[config.mk]
export PLATFORM = sky130hd
export DESIGN_NAME = onchip_mem_stream_loader
export DESIGN_NICKNAME = d
export VERILOG_FILES = /design/src/rtl/onchip_mem_stream_loader.sv
export SDC_FILE = /design/constraint.sdc
export NUM_CORES = 1
export LEC_CHECK = 0
export BUFFER_PORTS_ARGS = -buffer_cell sky130_fd_sc_hd__buf_2
export CAP_MARGIN = 10
export CORE_ASPECT_RATIO = 1.4
export CORE_MARGIN = 10
export CORE_UTILIZATION = 55
export CTS_BUF_LIST = sky130_fd_sc_hd__clkbuf_16
export CTS_CLUSTER_DIAMETER = 50
export DETAILED_ROUTE_END_ITERATION = 8
export PLACE_DENSITY = 0.73
export SLEW_MARGIN = 20
export SYNTH_ARGS = -nofsm -noshare
export SYNTH_HDL_FRONTEND = slang
export SYNTH_SLANG_ARGS = --single-unit
[constraint.sdc]
create_clock -name clk -period 6.92 [get_ports clk]
set_clock_uncertainty 0.1 [all_clocks]
set_input_delay 0.692 -clock clk [delete_from_list [all_inputs] [get_ports clk]]
set_output_delay 0.692 -clock clk [all_outputs]
set_load 0.02 [all_outputs]
[src/rtl/onchip_mem_stream_loader.sv]
// Packs a byte stream into 32-bit words written to consecutive RAM words, then reads the region back to verify the sum.
// 5 cycles per word with a steady stream; done follows the last write by word_count+2 cycles; bytes are held off outside PACK.
module onchip_mem_stream_loader #(
    parameter int ADDR_WIDTH = 14,
    parameter int DEPTH      = 10000
) (
    input  logic                  clk,
    input  logic                  reset_n,
    input  logic                  start,
    input  logic [ADDR_WIDTH-1:0] base_addr,
    input  logic [ADDR_WIDTH-1:0] word_count,
    input  logic                  in_valid,
    input  logic [7:0]            in_data,
    output logic                  in_ready,
    output logic [ADDR_WIDTH-1:0] mem_address,
    output logic [3:0]            mem_byteenable,
    output logic                  mem_chipselect,
    output logic                  mem_write,
    output logic [31:0]           mem_writedata,
    output logic                  mem_clken,
    input  logic [31:0]           mem_readdata,
    output logic                  busy,
    output logic                  done,
    output logic                  error,
    output logic [31:0]           checksum
);

    localparam logic [ADDR_WIDTH:0]   DEPTH_W = (ADDR_WIDTH+1)'(DEPTH);
    localparam logic [ADDR_WIDTH-1:0] ONE     = ADDR_WIDTH'(1);

    typedef enum logic [2:0] {IDLE, PACK, WRITE, VERIFY, FLUSH, CHECK} state_t;

    state_t                state;
    logic [ADDR_WIDTH-1:0] base;
    logic [ADDR_WIDTH-1:0] cnt;
    logic [ADDR_WIDTH-1:0] idx;
    logic [1:0]            byte_idx;
    logic [23:0]           word;
    logic                  rd_pend;
    logic [31:0]           rd_sum;

    logic [ADDR_WIDTH:0]   end_addr;
    logic                  range_bad;
    logic                  last_word;
    logic [31:0]           rd_sum_nxt;

    assign mem_byteenable = 4'hF;
    assign mem_clken      = 1'b1;

    always_comb begin
        end_addr   = {1'b0, base_addr} + {1'b0, word_count};
        range_bad  = end_addr > DEPTH_W;
        last_word  = (idx == cnt - ONE);
        // Read data lags the address by one cycle, so accumulate on the pending flag.
        rd_sum_nxt = rd_sum + (rd_pend ? mem_readdata : 32'd0);
    end

    always_ff @(posedge clk or negedge reset_n) begin
        if (!reset_n) begin
            state          <= IDLE;
            base           <= '0;
            cnt            <= '0;
            idx            <= '0;
            byte_idx       <= '0;
            word           <= '0;
            rd_pend        <= 1'b0;
            rd_sum         <= '0;
            in_ready       <= 1'b0;
            mem_address    <= '0;
            mem_chipselect <= 1'b0;
            mem_write      <= 1'b0;
            mem_writedata  <= '0;
            busy           <= 1'b0;
            done           <= 1'b0;
            error          <= 1'b0;
            checksum       <= '0;
        end else begin
            done    <= 1'b0;
            rd_pend <= (state == VERIFY);
            if (rd_pend) rd_sum <= rd_sum_nxt;
            case (state)
                IDLE: begin
                    if (start) begin
                        base     <= base_addr;
                        cnt      <= word_count;
                        idx      <= '0;
                        byte_idx <= '0;
                        checksum <= '0;
                        rd_sum   <= '0;
                        if (word_count == '0) begin
                            done  <= 1'b1;
                            error <= 1'b0;
                        end else if (range_bad) begin
                            done  <= 1'b1;
                            error <= 1'b1;
                        end else begin
                            error    <= 1'b0;
                            busy     <= 1'b1;
                            in_ready <= 1'b1;
                            state    <= PACK;
                        end
                    end
                end
                PACK: begin
                    if (in_valid && in_ready) begin
                        byte_idx <= byte_idx + 2'd1;
                        case (byte_idx)
                            2'd0: word[7:0]   <= in_data;
                            2'd1: word[15:8]  <= in_data;
                            2'd2: word[23:16] <= in_data;
                            default: begin
                                in_ready       <= 1'b0;
                                mem_chipselect <= 1'b1;
                                mem_write      <= 1'b1;
                                mem_writedata  <= {in_data, word};
                                mem_address    <= base + idx;
                                state          <= WRITE;
                            end
                        endcase
                    end
                end
                WRITE: begin
                    mem_write <= 1'b0;
                    checksum  <= checksum + mem_writedata;
                    if (last_word) begin
                        idx         <= '0;
                        mem_address <= base;
                        state       <= VERIFY;
                    end else begin
                        idx            <= idx + ONE;
                        mem_chipselect <= 1'b0;
                        in_ready       <= 1'b1;
                        state          <= PACK;
                    end
                end
                VERIFY: begin
                    if (last_word) begin
                        mem_chipselect <= 1'b0;
                        state          <= FLUSH;
                    end else begin
                        idx         <= idx + ONE;
                        mem_address <= mem_address + ONE;
                    end
                end
                FLUSH: begin
                    // Compare against the sum including the final read so done lands in CHECK.
                    error <= error | (rd_sum_nxt != checksum);
                    done  <= 1'b1;
                    busy  <= 1'b0;
                    state <= CHECK;
                end
                CHECK: state <= IDLE;
                default: state <= IDLE;
            endcase
        end
    end

endmodule

==> impl_results.md, run 1 <==
- Outcome: complete, no violations
- Post-synth EDFFs: 0
- Final Wtd Congestion: 0.9805
- PortBufs: roughly 160
- Max VDD drop: 0.0002189 V
- Pin count of the biggest net entering global routing: between 100 and 150
- Final #Nets: between 1500 and 2000
- M3 GR Usage: under 10%
- Initial core utilization: between 50% and 60%
- Cell family with most CP delay: compound AO/OA/AOI/OAI gates
- YS warnings: 0
- Fin crit share: approximately two thirds
- Total CTS buffers: 17
- RSZ-0062 raised after global routing: false
- CP arrival: slightly below 5 ns
- Synth Cell Area: approximately 0.014 mm^2
- Die Ht: between 200 and 250 um
- Vias: around 13000
- Worst setup startpoint: rd_pend$_DFF_PN0_
- LEAKAGE: between 7 and 8 nW
- Met1 Usage GRT: 28.72%
- Post-synthesis sequential area ratio: about a third
- Crit path max-delay cell type: dfrtp_2
- Core area: approximately 0.025 mm^2
- Die ar.: approximately 0.033 mm^2
- Post-DR wirelength/cell: between 15 and 20 um
- Pwr per Cell Area: about 280 mW/mm^2
- Router iterations before antenna repair: 5
- Synthesized instance count: ~1700
- Total Routing Usage GR: about a quarter
- Mapped Avg Cell Area: 8.498 um^2
- Via density: 6.122
- CTS Sinks: between 150 and 200
- Predominant post-synthesis flop cell: dfrtp_1
- Post CTS Setup Buffer Count: 0
- Most frequent cells in the layout: nand2_1, dfrtp_1, buf_2, nor2_1, o21ai_0
- Detailed Place HPWL: approximately 32000 um
- Crit end category: flop
- Critical path class: reg -> reg
- # Max-Cap Violations: 0
- Peak Freq: around 220 MHz
- Die width: about 160 um
- Final routed DRC violation total: 0
- Crit path buf inv count: 1
- Setup TNS: 0 ns
- HP Class: in -> async
- Clk_lat worst skew: 0.45 ns
- Initial antenna violation count: 0
- Hold-fix buffers, CTS: 0
- Final wirelength: approximately 42000 um
- Post-route ant nets: 0
- Max-slew violations: 0
- Crit-path most repeated cell: a21oi_1
- CTS-repair resized insts: 0
- Grt peak-use layer: met2
- Final hold violations: 0
- Worst Setup Start Kind: flop
- Global route total overflow: 0
- Post-layout min period: approximately 4.6 ns
- CTS clk-pin slew, worst paths: 0.08 ns
- Io pins: 161
- Hold_ws: 0.2872 ns
- Worst R2R Start: rd_pend$_DFF_PN0_
- Slew HR: approximately 34%
- CTS tree: yes
- Unique cell type count in the Yosys netlist: 86
- Critical Path RT: between 7 and 8 ns
- Layout cell share with drive strength beyond 1: around 14%
- CP Max Fanout: 40
- GRT met2 Usage: approximately 44%
- Ys async rst share: between 90% and 100%
- DR iter-0 viols: slightly below 800
- CTS max path bufs: 2
- Max incr delay on CP: approximately 0.8 ns
- Slew @ Worst Pin: between 0.9 and 1 ns
- P&R area growth vs syn: 10.60%
- N_diodes: 0
- CP Cell Sequence: buf_4 -> and2_1 -> ha_1 -> a21oi_1 -> o21ai_0 -> a21oi_1 -> or2_2 -> a21oi_1 -> a2111oi_2 -> o2111ai_1 -> or4_1 -> nor4_1 -> nor2_1
- Final Setup Violations: 0
- Most common cell after layout, fill and taps aside: nand2_1
- Row count: approximately 70
- CTS H-tree depth: 4
- Root Buffer Master: clkbuf_16
- Vias in the first global route: ~13000
- Flops & latches, synth: around 190
- First-pass GRT wire length: 66940 um
per-layer routing:
metal / routed length [um] / vias up / part of all wire, %
met5: 0 / - / 0
met4: 2496 / 0 / 5.9
met3: 2096 / 124 / 5.0
met2: 21230 / 392 / 51
met1: 16160 / 6201 / 38
li1: - / 6188 / -
final cells by class:
| type | instances | area, um^2 |
|---|---|---|
| fillers | 2261 | 9707 |
| multi-input cells | 1363 | 9054 |
| flip-flops and latches | 188 | 4706 |
| repair buffers | 162 | 837.1 |
| clock buffers | 17 | 425.4 |
| well taps | 319 | 399.1 |
| clock inverters | 14 | 171.4 |
| inverters | 45 | 168.9 |
cells in the mapped netlist, types with 5 or more instances:
cell	instances	share of area, %
a211oi_1	14	0.74
inv_1	45	1.2
a21o_1	26	1.4
a31oi_1	24	1.1
o21ai_0	99	3.5
nor2_1	131	3.5
buf_2	9	0.32
nor3_1	26	0.91
or2_2	6	0.26
a2111oi_0	9	0.55
and4_1	6	0.37
o2111ai_1	8	0.49
o21a_1	19	1.0
or3_1	9	0.40
nand2_1	272	7.2
nor4_1	17	0.75
clkbuf_1	65	1.7
xnor2_1	66	4.1
and2_1	44	1.9
and3_1	19	0.83
a21oi_1	90	3.2
nor2b_1	14	0.61
ha_1	96	8.4
o21ai_1	5	0.18
o21bai_1	8	0.42
xor2_1	52	3.2
buf_4	6	0.32
o211ai_1	19	1.0
dfrtp_1	188	33
o41ai_1	5	0.31
nand3b_1	5	0.26
xnor3_1	12	1.9
mux2i_1	25	1.8
mux2_2	28	2.2
nand3_1	68	2.4
o31ai_1	10	0.53
nand2b_1	13	0.57
nand4_1	15	0.66
nor4b_1	5	0.31
a211o_1	10	0.61
cell families (layout without fill, tap and decap cells):
kind of cell / Yosys count / after routing / share of synthesized area (%)
and+or+nand+nor: 666 / 666 / 21.89
AOI/OAI and AO/OA: 409 / 409 / 19.25
DFF: 188 / 188 / 33.01
xor gates and xnor gates: 130 / 130 / 9.148
buffers and inverters: 130 / 238 / 3.714
adders and majority gates: 100 / 100 / 8.990
muxes: 53 / 53 / 3.968
other: 1 / 5 / 0.02631
worst register-to-register path, stage by stage (launching register included):
cell and delay (ns):
dfrtp_2 0.78, buf_4 0.41, and2_1 0.19, ha_1 0.35, a21oi_1 0.22, o21ai_0 0.11
a21oi_1 0.65, or2_2 0.23, a21oi_1 0.07, a2111oi_2 0.37, o2111ai_1 0.17, or4_1 0.49
nor4_1 0.30, nor2_1 0.07
metrics by stage:
stage | utilization, % | cells | power [W] | worst slack (ns) | instance area (um^2)
global placement | 59.48 | 2077 | 0.003307 | 2.457 | 15150
CTS | 61.83 | 2108 | 0.004345 | 2.385 | 15750
floorplan | - | 1681 | 0.002916 | 2.696 | 14270
finish | 61.89 | 2108 | 0.004351 | 2.308 | 15760
detailed placement | 59.49 | 2077 | 0.003337 | 2.391 | 15150
global route | 61.89 | 2108 | 0.004628 | 1.967 | 15760
state kept, by name, summed over array words and instances (netlist names), 3 cells and up:
name / flops
mem_writedata: 32
rd_sum: 32
checksum: 32
mem_address: 14
cnt: 14
base: 14
word: 24
state: 3
idx: 14
worst paths after layout:
kind | cells past startpoint | slack, ns | to
min in group clk | 2 | 0.37 | mem_writedata[14]$_DFFE_PN0P_
max in group asynchronous | 2 | 4.87 | rd_pend$_DFF_PN0_
hold / removal | 1 | 0.29 | mem_address[10]$_DFFE_PN0P_
setup reg to reg | 13 | 2.31 | error$_DFFE_PN0P_
setup / recovery | 13 | 2.31 | error$_DFFE_PN0P_
hold reg to reg | 2 | 0.37 | mem_writedata[14]$_DFFE_PN0P_
power breakdown:
part | switching, W | internal (W) | total, W
registers | 0.0000613 | 0.00121 | 0.00127
clock network | 0.000515 | 0.000486 | 0.00100
logic | 0.00117 | 0.000911 | 0.00208
total | 0.00175 | 0.00260 | 0.00435
No activity file was read; power rests on OpenSTA's default activity.
==> run 2: changes to the inputs <==
--- a/config.mk
+++ b/config.mk
@@ -5,6 +5,7 @@
 export SDC_FILE = /design/constraint.sdc
 export NUM_CORES = 1
 export LEC_CHECK = 0
+export ABC_AREA = 1
 export BUFFER_PORTS_ARGS = -buffer_cell sky130_fd_sc_hd__buf_2
 export CAP_MARGIN = 10
 export CORE_ASPECT_RATIO = 1.4
@@ -13,7 +14,7 @@
 export CTS_BUF_LIST = sky130_fd_sc_hd__clkbuf_16
 export CTS_CLUSTER_DIAMETER = 50
 export DETAILED_ROUTE_END_ITERATION = 8
-export PLACE_DENSITY = 0.73
+export PLACE_DENSITY = 0.72
 export SLEW_MARGIN = 20
 export SYNTH_ARGS = -nofsm -noshare
 export SYNTH_HDL_FRONTEND = slang
==> constraint.sdc (replaced) <==
create_clock -name clk -period 4.5 [get_ports clk]
set_clock_uncertainty 0.1 [all_clocks]
set_input_delay 0.45 -clock clk [delete_from_list [all_inputs] [get_ports clk]]
set_output_delay 0.45 -clock clk [all_outputs]
set_load 0.02 [all_outputs]
==> run 2 against run 1 <==
Synthesized cell count up 30%. Total power increased by 68%. Die area up 3.7%. Largest cell class unchanged. Register-to-register slack worse by 1.6 ns.
==> impl_results.md, run 2 <==
- CTS Sinks: 188 (unchanged)
- Flops & latches, synth: 188 (unchanged)
- Synthesized instance count: 2184 (+30%)
- Total Routing Usage GR: 28.56% (+3.1 points)
- Worst R2R Start: rd_pend$_DFF_PN0_
- Switching part of the total: 44.72% (+4.6 points)
- Clock share of power: 21.4% (-1.6 points)
- Die width: 158.8 um (+1.8%)
- Final wirelength: 49830 um (+19%)
- Stages on the worst setup path: 18 (+5)
- RSZ-0062 raised after global routing: false
- LEAKAGE: 9.375 nW (+18%)
- Row count: 71 (+2.9%)
- Crit end category: flop
- Worst Setup Start Kind: flop
- Pwr per Cell Area: 438.4 mW/mm^2 (+59%)
- Setup ws final: 0.7485 ns (-1.560 ns)
- Vias: 14835 (+15%)
- CP Cell Sequence: buf_4 -> nand2_1 -> inv_1 -> ha_1 -> nand2_1 -> nor2_1 -> inv_1 -> nor2_1 -> nand3_1 -> nand4_1 -> and2_1 -> nor2_1 -> nor2_1 -> nand2_1 -> nor2_1 -> nand3_1 -> nand2_1 -> a21oi_1
- Hold-fix buffers, CTS: 1 (+1)
- Initial antenna violation count: 0 (unchanged)
- Dpl ws: 0.8243 ns (-1.567 ns)
- Max-slew violations: 0 (unchanged)
- # Max-Cap Violations: 0 (unchanged)
- Final #Nets: 2506 (+29%)
- Predominant post-synthesis flop cell: dfrtp_1
- Reg2reg end: error$_DFFE_PN0P_
- Util after Layout: 62.21% (+0.32 points)
- Pin count of the biggest net entering global routing: 107 (-12%)
- Detailed Place HPWL: 40600 um (+26%)
- Crit path buf inv count: 3 (+2)
- Origin of the worst min-delay path: base_addr[2]
- Worst Hold Path EP: base[2]$_DFFE_PN0P_
- Setup TNS: 0 ns (unchanged)
- Post-synthesis sequential area ratio: 31.70% (-1.3 points)
- Clk_lat worst skew: 0.46 ns (about the same)
- Final routed DRC violation total: 0 (unchanged)
- CTS max path bufs: 2 (unchanged)
- Top-count cell post-synth: nand2_1
- Area leader, netlist: dfrtp_1
- Reg2Reg Setup Slack: 0.75 ns (-1.56 ns)
- Synth Cell Area: 0.01484 mm^2 (+4.1%)
- P_sw: 0.003261 W (+87%)
- First-pass GRT wire length: 77640 um (+16%)
- Post-synth EDFFs: 0 (unchanged)
- Die Ht: 214.4 um (+1.9%)
- CP Max Fanout: 28 (-30%)
- Max incr delay on CP: 0.61 ns (-0.17 ns)
- Unique cell type count in the Yosys netlist: 56 (-35%)
- PortBufs: 155 (unchanged)
- YS warnings: 0 (unchanged)
- Final hold violations: 0 (unchanged)
- Post-route ant nets: 0 (unchanged)
- Vias in the first global route: 14740 (+15%)
- Area share of the largest cell type after synthesis: 31.70% (-1.3 points)
- Final Wtd Congestion: 1.058 (+7.9%)
- Commonest cells in the netlist: nand2_1, inv_1, dfrtp_1
- Max VDD drop: 0.0003083 V (+41%)
- P&R area growth vs syn: 12.09%
- N_diodes: 0 (unchanged)
- Initial core utilization: 55.50% (-0.46 points)
- Critical path class: reg -> reg
- Outcome: complete, no violations
- Post-layout min period: 3.751 ns (-0.8604 ns)
- Fin crit share: 83.37% (+17 points)
- Root Buffer Master: clkbuf_16
- DR iter-0 viols: 840 (+6.1%)
- Mapped Avg Cell Area: 6.795 um^2 (-20%)
- Post CTS Setup Buffer Count: 0 (unchanged)
- Layout cell share with drive strength beyond 1: 10.95% (-3.1 points)
- Combinational power share: 42.5% (-5.3 points)
- Post-DR wirelength/cell: 18.37 um (-7.7%)
- Core area: 0.02674 mm^2 (+5.0%)
- Top Registers: checksum: 32 flops, mem_writedata: 32 flops, rd_sum: 32 flops
- CTS clk-pin slew, worst paths: 0.08 ns (about the same)
- Sequential share of power: 36.1% (+6.9 points)
- CTS tree: yes
- Final Setup Violations: 0 (unchanged)
- Slew @ Worst Pin: 0.9032 ns (-0.09044 ns)
- Peak Freq: 266.6 MHz (+23%)
- Router iterations before antenna repair: 5 (unchanged)
- Die ar.: 0.03405 mm^2 (+3.7%)
- FF/Latch Area: 0.004706 mm^2 (unchanged)
- CTS-repair resized insts: 0 (unchanged)
- Most frequent cells in the layout: nand2_1, inv_1, dfrtp_1, nand3_1, buf_2
- CP arrival: 3.99 ns (-0.86 ns)
- R2R cell count: 18 (+5)
- Critical Path RT: 4.74 ns (-2.41 ns)
- Io pins: 161 (unchanged)
- Hold depth: 3
- Int Pwr: 0.004032 W (+55%)
- Most common cell after layout, fill and taps aside: nand2_1
- Slew HR: 39.57% (+5.9 points)
- Total CTS buffers: 17 (unchanged)
- Global route total overflow: 0 (unchanged)
- Combined area of the multi-input logic cells: 0.008576 mm^2 (-5.3%)
- Cell family with most CP delay: simple AND/OR/NAND/NOR gates
- Crit-path most repeated cell: nor2_1
- HP Class: in -> reg
- Top cells by area, synth: dfrtp_1, nand2_1, inv_1, ha_1, nand3_1
- Via density: 5.470 (-11%)
- Crit path max-delay cell type: dfrtp_2
- Fillers: 2576 (+14%)
- CTS H-tree depth: 4 (unchanged)
- Ys async rst share: 100.0% (unchanged)
==> run 2: cell count changes after synthesis, moves of 16 or more <==
cell | before | now
o21ai_0 | 99 | 140
inv_1 | 45 | 359
nand3_1 | 68 | 177
a31oi_1 | 24 | 6
xnor2_1 | 66 | 23
a21o_1 | 26 | 5
mux2i_1 | 25 | 0
nand2_1 | 272 | 647
o21a_1 | 19 | 3
and2_1 | 44 | 5
a21oi_1 | 90 | 108
clkbuf_1 | 65 | 34
and3_1 | 19 | 0
==> run 2: worst max path at each step <==
stage                              endpoint  slack, ns         startpoint
final                     error$_DFFE_PN0P_       0.75  rd_pend$_DFF_PN0_
after global routing      error$_DFFE_PN0P_       0.53  rd_pend$_DFF_PN0_
after CTS                 error$_DFFE_PN0P_       0.79  rd_pend$_DFF_PN0_
after detailed placement  error$_DFFE_PN0P_       0.82  rd_pend$_DFF_PN0_
after global placement    error$_DFFE_PN0P_       0.75  rd_pend$_DFF_PN0_
after floorplan           error$_DFFE_PN0P_       1.43  rd_pend$_DFF_PN0_
==> run 2: layout make-up <==
cell class / instances / share of cell area [%]
inverters: 364 / 8.214
well taps: 365 / 2.745
repair buffers: 174 / 5.664
clock buffers: 17 / 2.557
clock inverters: 15 / 0.9778
flip-flops and latches: 188 / 28.29
multi-input cells: 1589 / 51.55
==> run 2: kinds of logic after synthesis <==
logic type,share of synthesized area (%)
simple gates,29.63
buf+inv,10.67
compound gates,13.28
flops,31.70
fa+ha+maj,8.633
xor+xnor,4.856
mux,1.214
other cells,0.02527
==> run 2: worst register-to-register path: stages, from the launching register on <==
cell and delay (ns):
dfrtp_2 0.61, buf_4 0.29, nand2_1 0.06, inv_1 0.04, ha_1 0.39, nand2_1 0.13, nor2_1 0.36, inv_1 0.08
nor2_1 0.40, nand3_1 0.27, nand4_1 0.17, and2_1 0.16, nor2_1 0.04, nor2_1 0.10, nand2_1 0.06, nor2_1 0.15
nand3_1 0.10, nand2_1 0.06, a21oi_1 0.06
==> run 2: layer usage <==
| layer | share of wire [%] | wire (um) | global-route usage (%) | up-vias |
|---|---|---|---|---|
| met5 | 0 | 0 | 0 | - |
| li1 | - | - | - | 7342 |
| met2 | 53 | 26420 | 53.58 | 417 |
| met1 | 36 | 18160 | 29.04 | 6949 |
| met3 | 3.8 | 1902 | 3.650 | 127 |
| met4 | 6.7 | 3351 | 18.25 | 0 |
==> run 2: per-stage QoR <==
step	hold slack, ns	area (um^2)	std cells	power, W
final	0.1097	16630	2712	0.007293
after global routing	0.1252	16630	2712	0.007808
after CTS	0.1001	16630	2712	0.007304
after detailed placement	0.3714	16040	2679	0.005741
after global placement	0.3635	16040	2679	0.005665
after floorplan	0.05441	14860	2188	0.004723
==> run 2: power groups by stage <==
| stage | registers [W] | logic [W] | clock network, W |
|---|---|---|---|
| 5_1_grt | 0.00269 | 0.00349 | 0.00163 |
| 2_1_floorplan | 0.00268 | 0.00204 | 0 |
| 3_5_place_dp | 0.00265 | 0.00309 | 0 |
| 6_report | 0.00263 | 0.00310 | 0.00156 |
| 4_1_cts | 0.00263 | 0.00310 | 0.00157 |
| 3_3_place_gp | 0.00265 | 0.00302 | 0 |
